## src/rtl/motoro3_pwm_capture_if.sv

```systemverilog
// Result bus between the PWM capture block and the step/loss logic.
// The master drives per-pulse and per-window results; the slave returns capReady.
interface motoro3_pwm_capture_if #(
   parameter int CNT_W = 16
);
   logic             capValid;
   logic             capReady;
   logic [CNT_W-1:0] capHigh;
   logic [CNT_W-1:0] capPeriod;
   logic             winDone;
   logic [CNT_W-1:0] capWinHigh;
   logic [7:0]       capPulses;
   logic [3:0]       capStep;

   modport master (
      output capValid, capHigh, capPeriod, winDone, capWinHigh, capPulses, capStep,
      input  capReady
   );

   modport slave (
      input  capValid, capHigh, capPeriod, winDone, capWinHigh, capPulses, capStep,
      output capReady
   );
endinterface

```

## src/rtl/motoro3_pwm_capture.sv

```systemverilog
// Recovers high time, period and per-step window totals from the sensed PWM of one phase.
// Optional input glitch filter: define MOTORO3_PWM_CAP_GLITCH_EN.
module motoro3_pwm_capture #(
   parameter int CNT_W      = 16,
   parameter int MIN_PULSE  = 32,
   parameter int TIMEOUT    = 4095,
   parameter int GLITCH_LEN = 4
) (
   input  logic                         clk,
   input  logic                         nRst,
   input  logic                         pwmIn_i,
   input  logic                         capEnable_i,
   input  logic                         winStrobe_i,
   input  logic [3:0]                   sgStep_i,
   motoro3_pwm_capture_if.master        capBus,
   output logic                         errGlitch_o,
   output logic                         errTimeout_o,
   output logic                         errOverrun_o
);

   typedef enum logic [1:0] {IDLE, WAIT_RISE, HIGH, LOW} state_t;

   localparam logic [CNT_W-1:0] MIN_PULSE_C = CNT_W'(MIN_PULSE);
   localparam logic [CNT_W-1:0] TIMEOUT_C   = CNT_W'(TIMEOUT);
   localparam logic [CNT_W-1:0] ONE_C       = CNT_W'(1);

   if (GLITCH_LEN < 1 || TIMEOUT < 1) begin : gBadParams
      $error("motoro3_pwm_capture: GLITCH_LEN and TIMEOUT must be at least 1");
   end

   logic sync1_q, sync2_q, dPrev_q;
   logic d, rise, fall;

   always_ff @(negedge clk or negedge nRst) begin
      if (!nRst) begin
         sync1_q <= 1'b0;
         sync2_q <= 1'b0;
         dPrev_q <= 1'b0;
      end else begin
         sync1_q <= pwmIn_i;
         sync2_q <= sync1_q;
         dPrev_q <= d;
      end
   end

`ifdef MOTORO3_PWM_CAP_GLITCH_EN
   localparam int FW = $clog2(GLITCH_LEN + 1);
   localparam logic [FW-1:0] FILT_LAST = FW'(GLITCH_LEN - 1);

   logic          filt_q;
   logic [FW-1:0] filtCnt_q;

   // The filtered level only moves after GLITCH_LEN consecutive disagreeing samples.
   always_ff @(negedge clk or negedge nRst) begin
      if (!nRst) begin
         filt_q    <= 1'b0;
         filtCnt_q <= '0;
      end else if (sync2_q == filt_q) begin
         filtCnt_q <= '0;
      end else if (filtCnt_q == FILT_LAST) begin
         filt_q    <= sync2_q;
         filtCnt_q <= '0;
      end else begin
         filtCnt_q <= filtCnt_q + 1'b1;
      end
   end

   assign d = filt_q;
`else
   assign d = sync2_q;
`endif

   assign rise = d & ~dPrev_q;
   assign fall = ~d & dPrev_q;

   function automatic logic [CNT_W-1:0] satInc(input logic [CNT_W-1:0] v);
      return (&v) ? v : v + 1'b1;
   endfunction

   state_t           state_q;
   logic [CNT_W-1:0] perCnt_q, hiCnt_q, idleCnt_q, winAcc_q;
   logic [7:0]       pulseCnt_q;
   logic             capValid_q, winDone_q;
   logic [CNT_W-1:0] capHigh_q, capPeriod_q, capWinHigh_q;
   logic [7:0]       capPulses_q;
   logic [3:0]       capStep_q;
   logic             errGlitch_q, errTimeout_q, errOverrun_q;
   logic             timeoutHit, emit, xfer;
   logic [7:0]       pulseInc;

   assign timeoutHit = (state_q != IDLE) && (idleCnt_q == TIMEOUT_C);
   assign emit       = (state_q == LOW) && rise && !timeoutHit;
   assign xfer       = capValid_q && capBus.capReady;
   assign pulseInc   = (rise && !(&pulseCnt_q)) ? pulseCnt_q + 8'd1 : pulseCnt_q;

   // Timeout wins over any edge seen at the same cycle; the window keeps running regardless.
   always_ff @(negedge clk or negedge nRst) begin
      if (!nRst) begin
         state_q      <= IDLE;
         perCnt_q     <= '0;
         hiCnt_q      <= '0;
         idleCnt_q    <= '0;
         winAcc_q     <= '0;
         pulseCnt_q   <= '0;
         capValid_q   <= 1'b0;
         capHigh_q    <= '0;
         capPeriod_q  <= '0;
         winDone_q    <= 1'b0;
         capWinHigh_q <= '0;
         capPulses_q  <= '0;
         capStep_q    <= '0;
         errGlitch_q  <= 1'b0;
         errTimeout_q <= 1'b0;
         errOverrun_q <= 1'b0;
      end else if (!capEnable_i) begin
         state_q      <= IDLE;
         perCnt_q     <= '0;
         hiCnt_q      <= '0;
         idleCnt_q    <= '0;
         winAcc_q     <= '0;
         pulseCnt_q   <= '0;
         capValid_q   <= 1'b0;
         winDone_q    <= 1'b0;
         errGlitch_q  <= 1'b0;
         errTimeout_q <= 1'b0;
         errOverrun_q <= 1'b0;
      end else begin
         winDone_q <= 1'b0;
         if (state_q == IDLE) begin
            state_q <= WAIT_RISE;
         end else begin
            if (winStrobe_i) begin
               capWinHigh_q <= d ? satInc(winAcc_q) : winAcc_q;
               capPulses_q  <= pulseInc;
               capStep_q    <= sgStep_i;
               winAcc_q     <= '0;
               pulseCnt_q   <= '0;
               winDone_q    <= 1'b1;
            end else begin
               winAcc_q   <= d ? satInc(winAcc_q) : winAcc_q;
               pulseCnt_q <= pulseInc;
            end

            if (timeoutHit) begin
               errTimeout_q <= 1'b1;
               state_q      <= WAIT_RISE;
               perCnt_q     <= '0;
               hiCnt_q      <= '0;
               idleCnt_q    <= '0;
            end else begin
               perCnt_q  <= rise ? ONE_C : satInc(perCnt_q);
               hiCnt_q   <= rise ? ONE_C : (d ? satInc(hiCnt_q) : hiCnt_q);
               idleCnt_q <= (rise || fall) ? '0 : satInc(idleCnt_q);
               case (state_q)
                  WAIT_RISE: if (rise) state_q <= HIGH;
                  HIGH: if (fall) begin
                     state_q <= LOW;
                     if (hiCnt_q < MIN_PULSE_C) errGlitch_q <= 1'b1;
                  end
                  LOW: if (rise) state_q <= HIGH;
                  default: state_q <= IDLE;
               endcase
            end
         end

         if (emit) begin
            if (!capValid_q || capBus.capReady) begin
               capHigh_q   <= hiCnt_q;
               capPeriod_q <= perCnt_q;
               capValid_q  <= 1'b1;
            end else begin
               errOverrun_q <= 1'b1;
            end
         end else if (xfer) begin
            capValid_q <= 1'b0;
         end
      end
   end

   assign capBus.capValid   = capValid_q;
   assign capBus.capHigh    = capHigh_q;
   assign capBus.capPeriod  = capPeriod_q;
   assign capBus.winDone    = winDone_q;
   assign capBus.capWinHigh = capWinHigh_q;
   assign capBus.capPulses  = capPulses_q;
   assign capBus.capStep    = capStep_q;
   assign errGlitch_o       = errGlitch_q;
   assign errTimeout_o      = errTimeout_q;
   assign errOverrun_o      = errOverrun_q;

endmodule

```

## src/flat_wrapper.sv

```systemverilog
// flat-port wrapper written by rule: the top's interface ports become plain ports
module motoro3_pwm_capture_flat 
#(
   parameter int CNT_W      = 16,
   parameter int MIN_PULSE  = 32,
   parameter int TIMEOUT    = 4095,
   parameter int GLITCH_LEN = 4
)
  (clk, nRst, pwmIn_i, capEnable_i, winStrobe_i, sgStep_i, errGlitch_o, errTimeout_o, errOverrun_o, capBus_capValid, capBus_capHigh, capBus_capPeriod, capBus_winDone, capBus_capWinHigh, capBus_capPulses, capBus_capStep, capBus_capReady);
  motoro3_pwm_capture_if #(.CNT_W(CNT_W)) capBus_i ();
  input  logic clk;
  input  logic nRst;
  input  logic pwmIn_i;
  input  logic capEnable_i;
  input  logic winStrobe_i;
  input  logic [3:0] sgStep_i;
  output logic errGlitch_o;
  output logic errTimeout_o;
  output logic errOverrun_o;
  output wire logic [$bits(capBus_i.capValid)-1:0] capBus_capValid;
  output wire logic [$bits(capBus_i.capHigh)-1:0] capBus_capHigh;
  output wire logic [$bits(capBus_i.capPeriod)-1:0] capBus_capPeriod;
  output wire logic [$bits(capBus_i.winDone)-1:0] capBus_winDone;
  output wire logic [$bits(capBus_i.capWinHigh)-1:0] capBus_capWinHigh;
  output wire logic [$bits(capBus_i.capPulses)-1:0] capBus_capPulses;
  output wire logic [$bits(capBus_i.capStep)-1:0] capBus_capStep;
  input wire logic [$bits(capBus_i.capReady)-1:0] capBus_capReady;
  assign capBus_capValid = capBus_i.capValid;
  assign capBus_capHigh = capBus_i.capHigh;
  assign capBus_capPeriod = capBus_i.capPeriod;
  assign capBus_winDone = capBus_i.winDone;
  assign capBus_capWinHigh = capBus_i.capWinHigh;
  assign capBus_capPulses = capBus_i.capPulses;
  assign capBus_capStep = capBus_i.capStep;
  assign capBus_i.capReady = capBus_capReady;
  motoro3_pwm_capture #(.CNT_W(CNT_W), .MIN_PULSE(MIN_PULSE), .TIMEOUT(TIMEOUT), .GLITCH_LEN(GLITCH_LEN)) u_core (.clk(clk), .nRst(nRst), .pwmIn_i(pwmIn_i), .capEnable_i(capEnable_i), .winStrobe_i(winStrobe_i), .sgStep_i(sgStep_i), .capBus(capBus_i), .errGlitch_o(errGlitch_o), .errTimeout_o(errTimeout_o), .errOverrun_o(errOverrun_o));
endmodule
```

## config.mk

```make
export PLATFORM = sky130hd
export DESIGN_NAME = motoro3_pwm_capture_flat
export DESIGN_NICKNAME = d
export VERILOG_FILES = /design/src/rtl/motoro3_pwm_capture_if.sv /design/src/rtl/motoro3_pwm_capture.sv /design/src/flat_wrapper.sv
export SDC_FILE = /design/constraint.sdc
export NUM_CORES = 1
export LEC_CHECK = 0
export BUFFER_PORTS_ARGS = -buffer_cell sky130_fd_sc_hd__buf_2
export CAP_MARGIN = 20
export CORE_MARGIN = 3
export CORE_UTILIZATION = 59
export DETAILED_ROUTE_END_ITERATION = 8
export GPL_TIMING_DRIVEN = 0
export PLACE_DENSITY = 0.8
export SYNTH_ARGS = -nofsm -noshare
export SYNTH_HDL_FRONTEND = slang
export SYNTH_SLANG_ARGS = --single-unit
export TNS_END_PERCENT = 50
```

## constraint.sdc

```tcl
create_clock -name clk -period 3.4 [get_ports clk]
set_clock_uncertainty 0.2 [all_clocks]
set_input_delay 0.34 -clock clk [delete_from_list [all_inputs] [get_ports clk]]
set_output_delay 0.34 -clock clk [all_outputs]
set_load 0.005 [all_outputs]
```

==> flow_summary.json, run 1 <==
{
  "status": "finished clean",
  "viasPerCell": 6.375,
  "yosysWarnings": 0,
  "grt_pass1_wl_mm": 29.97,
  "synth.ff_latch_count": 142,
  "crit_type": "in -> reg",
  "yosys.area.top_type": "dfrtn_1",
  "layout.nets": 856,
  "holdPathEnd": "u_core.d",
  "hp-class": "reg -> reg",
  "dp_hpwl_mm": 12.62,
  "synth_edf_count": 0,
  "fp.dieW_um": 116,
  "wire_per_inst_um": 18.44,
  "setup_violations": 0,
  "root_buffer": "clkbuf_16",
  "clk_pin_slew_ns": 0.04,
  "chipHeight_um": 116,
  "ant_nets": 0,
  "synth_seq_area_share_pct": 49.77,
  "cts_made_buffers": 17,
  "peakVddDrop_mv": 0.3178,
  "numClockSinks": 142,
  "rsz0062_at_grt": "yes",
  "drtIter0Drc": 641,
  "fillers": 886,
  "dieArea_um2": 13460,
  "place_inst": 961,
  "synthCells": 743,
  "finalHoldViolCount": 0,
  "num_io_pins": 75,
  "num_rows": 39,
  "grt_antenna_before_repair": 0,
  "holdCritStartpoint": "u_core.sync1_q",
  "grt_pass1_vias": 6063,
  "cp.arrival_ns": 1.68,
  "gr-total-overflow": 0,
  "first_pass_iters": 6,
  "drv_cap": 0,
  "syn_to_final_growth_pct": 18.05,
  "h-tree-depth": 4,
  "cp.required_ns": 1.73,
  "synth_area_um2": 7139,
  "ys_top_cells_by_area": "dfrtn_1 (50%), o21ai_0 (4.8%), mux2_2 (4.7%), nand2_1 (4.6%), a21oi_1 (2.7%)",
  "via_count": 6343,
  "insertedDiodeCount": 0,
  "yosys.cell_count.top_type": "dfrtn_1",
  "tns_ns": 0,
  "cts_buffer_depth": 2,
  "synth_top_area_share_pct": 49.77,
  "gp_routability_congestion": 0.8757,
  "ys_async_sr_fraction_pct": 100.0,
  "drc": 0,
  "synth_commonest_cells": "dfrtn_1 (142), nand2_1 (88), o21ai_0 (69), nor2_1 (42), a21oi_1 (39)",
  "track_usage_pct": 28.59,
  "clk_latency_ns": 0.40,
  "cp_max_fo": 10,
  "synth_ff_type": "dfrtn_1",
  "drv_slew": 0,
  "layout-drive-gt1-share_pct": 21.01,
  "r2r_slack_ns": 0.42,
  "rr_worst_depth": 8,
  "fin_cells": 995,
  "initial_core_util_pct": 61.47,
  "grt_max_degree": 82,
  "slew-limit-headroom_pct": 46.92,
  "r2r_start": "u_core.idleCnt_q[1]",
  "worst_pin_slew_ns": 0.7859,
  "syn_avg_cell_area_um2": 9.609,
  "drt-total-wl_mm": 18.35,
  "r2r-end": "u_core.perCnt_q[13]",
  "p_leak_uw": 0.003849,
  "syn_nets": 760,
  "startpoint_type": "input pin",
  "cts_hold_buf": 0,
  "synth.distinct_cells": 59,
  "min_path_cells": 0,
  "power_density_nw_per_um2": 462.2,
  "numPortBuffers": 74,
  "cts_tree": "done",
  "worst_setup_path_end_kind": "flip-flop",
  "core_um2": 11610
}
critical path: stages:
cell and delay [ns]:
buf_2 0.13, buf_4 0.18, nor3b_4 0.16, buf_4 0.19, nor2_4 0.15, o211ai_1 0.19
o211ai_1 0.23, o41ai_1 0.11
how the worst max path moves through the flow:
stage	start	endpoint	slack, ns
after floorplan	capEnable_i	u_core.perCnt_q[15]	-0.05
after global routing	capEnable_i	u_core.hiCnt_q[15]	-0.03
after global placement	nRst	u_core.idleCnt_q[0]	-1.67
final	capEnable_i	u_core.hiCnt_q[9]	0.05
after detailed placement	capEnable_i	u_core.winAcc_q[8]	-0.78
after CTS	capEnable_i	u_core.hiCnt_q[15]	0.009
routing by layer:
metal  track usage (%)  vias up  part of all wire (%)
met3             6.110       45                   6.4
met2             46.84      296                    49
met4             11.21        0                   2.6
li1                  -     2944                     -
met5                 0        -                     0
met1             37.41     3058                    42
cell type report:
class	instances	area (um2)	share of cell area (%)
Multi-Input combinational cell	542	3382	40.13
Inverter	12	45.04	0.5344
Clock buffer	26	519.2	6.161
Timing Repair Buffer	79	446.7	5.300
Clock inverter	6	55.05	0.6532
Sequential cell	142	3553	42.16
Buffer	45	247.7	2.939
Tap cell	143	178.9	2.123
metrics by stage:
step | total power [uW] | util (%) | instance area (um2) | setup slack (ns) | hold WS, ns
after floorplan | 1974 | - | 7169 | -0.05392 | 0.09175
after global placement | 2099 | 66.46 | 7719 | -1.667 | 0.09595
after detailed placement | 2117 | 66.75 | 7752 | -0.7751 | 0.1000
after CTS | 3907 | 72.27 | 8393 | 0.009266 | 0.09984
after global routing | 4038 | 72.57 | 8428 | -0.02506 | 0.1105
final | 3895 | 72.57 | 8428 | 0.04766 | 0.1016
registers in the layout, summed over array words and instances (netlist names), 2 cells and up:
signal                    count
u_core.capBus.capHigh        16
u_core.capBus.capPeriod      16
u_core.capBus.capWinHigh     16
u_core.hiCnt_q               16
u_core.idleCnt_q             16
u_core.perCnt_q              16
u_core.winAcc_q              16
u_core.capBus.capPulses       8
u_core.pulseCnt_q             8
u_core.capBus.capStep         4
u_core.state_q                2
cell usage in the layout (no fill, tap or decap), types with 5 or more instances in the layout:
cell type,synthesis,layout
xnor2_1,9,9
a21o_1,9,9
xor2_1,6,6
a211oi_1,8,7
buf_2,7,79
and3_1,11,11
nand2_1,88,87
inv_1,11,11
o21a_1,5,5
clkbuf_16,0,17
a21oi_1,39,38
nor3_1,16,16
a41oi_1,7,7
and4_1,7,7
nor2_1,42,40
o31ai_1,11,11
nand4_1,24,24
clkinv_2,0,5
dfrtn_1,142,142
mux2i_1,7,7
a31oi_1,31,31
nand3_1,35,35
clkbuf_1,31,26
nor4_1,10,10
nor2b_1,6,6
clkbuf_8,0,6
o21ai_0,69,67
o211ai_1,6,6
mux2_2,30,30
buf_4,1,5
ha_1,7,7
o41ai_1,6,6
or3_1,6,6
nand2b_1,6,5
a22o_1,5,5
power breakdown:
part,internal (uW),leakage (uW),switching (uW)
clock,1120,0.000290,670
sequential,1750,0.00195,44.3
combinational,107,0.00160,207
total,2970,0.00385,922
logic make-up (layout without fill, tap and decap cells):
family,after synthesis,in the layout,share of synthesized area (%)
AND/OR/NAND/NOR,271,271,19.07
multiplexers,37,37,5.713
flip-flops,142,142,49.77
AO/OA/AOI/OAI,212,212,18.47
buffers and inverters,59,168,3.908
adder cells (fa/ha/maj),7,7,1.227
XOR/XNOR,15,15,1.840
timing repair:
action / CTS / global route
setup buffers: 3 / 1
resized for setup: 11 / 15
pin swaps: 0 / 2
setup endpoints to repair: 55 / 44
cloned: 0 / 0
endpoints found under the hold margin: 0 / 0
(Power assumes the default switching activity.)
==> run 2: changes to the inputs <==
--- a/config.mk
+++ b/config.mk
@@ -12,6 +12,7 @@
 export DETAILED_ROUTE_END_ITERATION = 8
 export GPL_TIMING_DRIVEN = 0
 export PLACE_DENSITY = 0.8
+export REMOVE_ABC_BUFFERS = 1
 export SYNTH_ARGS = -nofsm -noshare
 export SYNTH_HDL_FRONTEND = slang
 export SYNTH_SLANG_ARGS = --single-unit
==> flow_summary.json, run 2 (same netlist as run 1, synthesis figures left out) <==
{
  "r2r-end": "u_core.perCnt_q[13]",
  "root_buffer": "clkbuf_16",
  "min_path_cells": 0,
  "final_common_cell": "dfrtn_1",
  "hp-class": "reg -> reg",
  "grt.met2_usage_pct": 43.61,
  "ant_nets": 0,
  "first_pass_iters": 5,
  "via_count": 6211,
  "drc": 0,
  "drv_slew": 0,
  "drtIter0Drc": 702,
  "grt_antenna_before_repair": 0,
  "startpoint_type": "input pin",
  "wire_per_inst_um": 18.03,
  "dpl-instance-area_um2": 7550,
  "worst_setup_path_end_kind": "flip-flop",
  "gp_routability_congestion": 0.9304,
  "cts_made_buffers": 17,
  "holdCritStartpoint": "u_core.sync1_q",
  "clk_latency_ns": 0.40,
  "syn_to_final_growth_pct": 16.46,
  "power_frac_seq_pct": 45.2,
  "numClockSinks": 142,
  "combPwrFrac_pct": 7.4,
  "cp.arrival_ns": 1.70,
  "h-tree-depth": 4,
  "fin_cells": 957,
  "track_usage_pct": 26.63,
  "holdPathEnd": "u_core.d",
  "dieArea_um2": 13460,
  "cp.required_ns": 1.73,
  "cts_buffer_depth": 2,
  "setup_violations": 0,
  "worst_pin_slew_ns": 0.8830,
  "final_area_um2": 8314,
  "grt_max_degree": 100,
  "layout.nets": 818,
  "slew-limit-headroom_pct": 40.82,
  "gr-total-overflow": 0,
  "switching_share_pct": 23.85,
  "cts_hold_buf": 0,
  "place_inst": 917,
  "num_io_pins": 75,
  "switching_power_uw": 950.1,
  "core_um2": 11610,
  "drt-total-wl_mm": 17.26,
  "final_core_util_pct": 71.59,
  "holdWs_ns": 0.1022,
  "r2r_start": "u_core.idleCnt_q[0]",
  "final_cell_mix": "dfrtn_1 (142), nand2_1 (87), buf_2 (72), o21ai_0 (68), nor2_1 (41)",
  "clock_power_share_pct": 47.4,
  "finalHoldViolCount": 0,
  "p_leak_uw": 0.003768,
  "r2r_slack_ns": 0.44,
  "use_met1_pct": 33.79,
  "grt_pass1_wl_mm": 28.42,
  "dp_hpwl_mm": 11.11,
  "layout-drive-gt1-share_pct": 20.88,
  "cp_max_fo": 17,
  "p_int_uw": 3033,
  "status": "finished clean",
  "power_density_nw_per_um2": 479.1,
  "insertedDiodeCount": 0,
  "fp.dieW_um": 116,
  "grt-busiest-layer": "met2",
  "numPortBuffers": 74,
  "fillers": 872,
  "crit_type": "in -> reg",
  "dp_slack_ns": -1.043,
  "chipHeight_um": 116,
  "rr_worst_depth": 6,
  "peakVddDrop_mv": 0.2710,
  "num_rows": 39,
  "setup_ws_ns": 0.02483,
  "grt_use_met3_pct": 5.587,
  "clk_pin_slew_ns": 0.04,
  "grt_pass1_vias": 6024,
  "drv_cap": 0,
  "viasPerCell": 6.490,
  "cts_tree": "done",
  "initial_core_util_pct": 61.47
}
## run 2: cell types whose count changed in the layout (fill, tap and decap cells not counted), moves of 3 or more
cell / before / now
buf_2: 79 / 72
clkbuf_8: 6 / 2
clkbuf_2: 3 / 0
clkbuf_4: 4 / 1
clkinvlp_4: 0 / 3
clkbuf_1: 26 / 1
## run 2: critical path, cell delays in order
cell and delay (ns):
clkbuf_4 0.21, or3b_4 0.47, o31ai_4 0.13, buf_4 0.21
o21ai_0 0.21, o21ai_0 0.13
## run 2: timing repair
action | in CTS | in global routing
setup buffers | 5 | 0
endpoints found under the setup margin | 87 | 59
pin swaps | 2 | 1
cloned | 1 | 1
resized for setup | 13 | 4
## run 2: layout make-up
class | instances | area [um2] | share of cell area (%)
clock buffer | 20 | 456.7 | 5.493
clock inverter | 12 | 142.6 | 1.716
inverter | 12 | 45.04 | 0.5418
multi-input combinational | 544 | 3407 | 40.98
sequential | 142 | 3553 | 42.74
tap | 143 | 178.9 | 2.152
timing repair buffer | 84 | 530.5 | 6.381
## run 2: power groups by stage
stage,combinational [uW],sequential (uW),clock (uW)
after floorplan,139,1820,0
after global placement,249,1820,0
after detailed placement,269,1830,0
after CTS,289,1800,1910
after global routing,327,1810,1990
final,295,1800,1890
## run 2: worst max-delay path by stage
stage                            from                      endpoint  cells past startpoint  slack (ns)
after global routing      capEnable_i             u_core.hiCnt_q[1]                      4      -0.004
after global placement           nRst    u_core.capBus.capPeriod[8]                      1       -1.70
after detailed placement  capEnable_i           u_core.idleCnt_q[0]                      5       -1.04
after CTS                 capEnable_i           u_core.perCnt_q[15]                      5       0.003
after floorplan           capEnable_i  u_core.capBus.capWinHigh[13]                      4       -0.47
final                     capEnable_i          u_core.idleCnt_q[15]                      6        0.02
## run 2: stage by stage
step | setup TNS, ns | power, uW
finish | 0 | 3984
global placement | -349.93 | 2071
CTS | 0 | 4000
floorplan | -22.06 | 1956
detailed placement | -69.88 | 2095
global route | -0.007373 | 4126
## run 2: per-layer routing
metal	vias to the layer above	share of wire, %
met1	2991	41
met3	55	6.9
met5	-	0
met4	0	2.7
li1	2884	-
met2	281	49
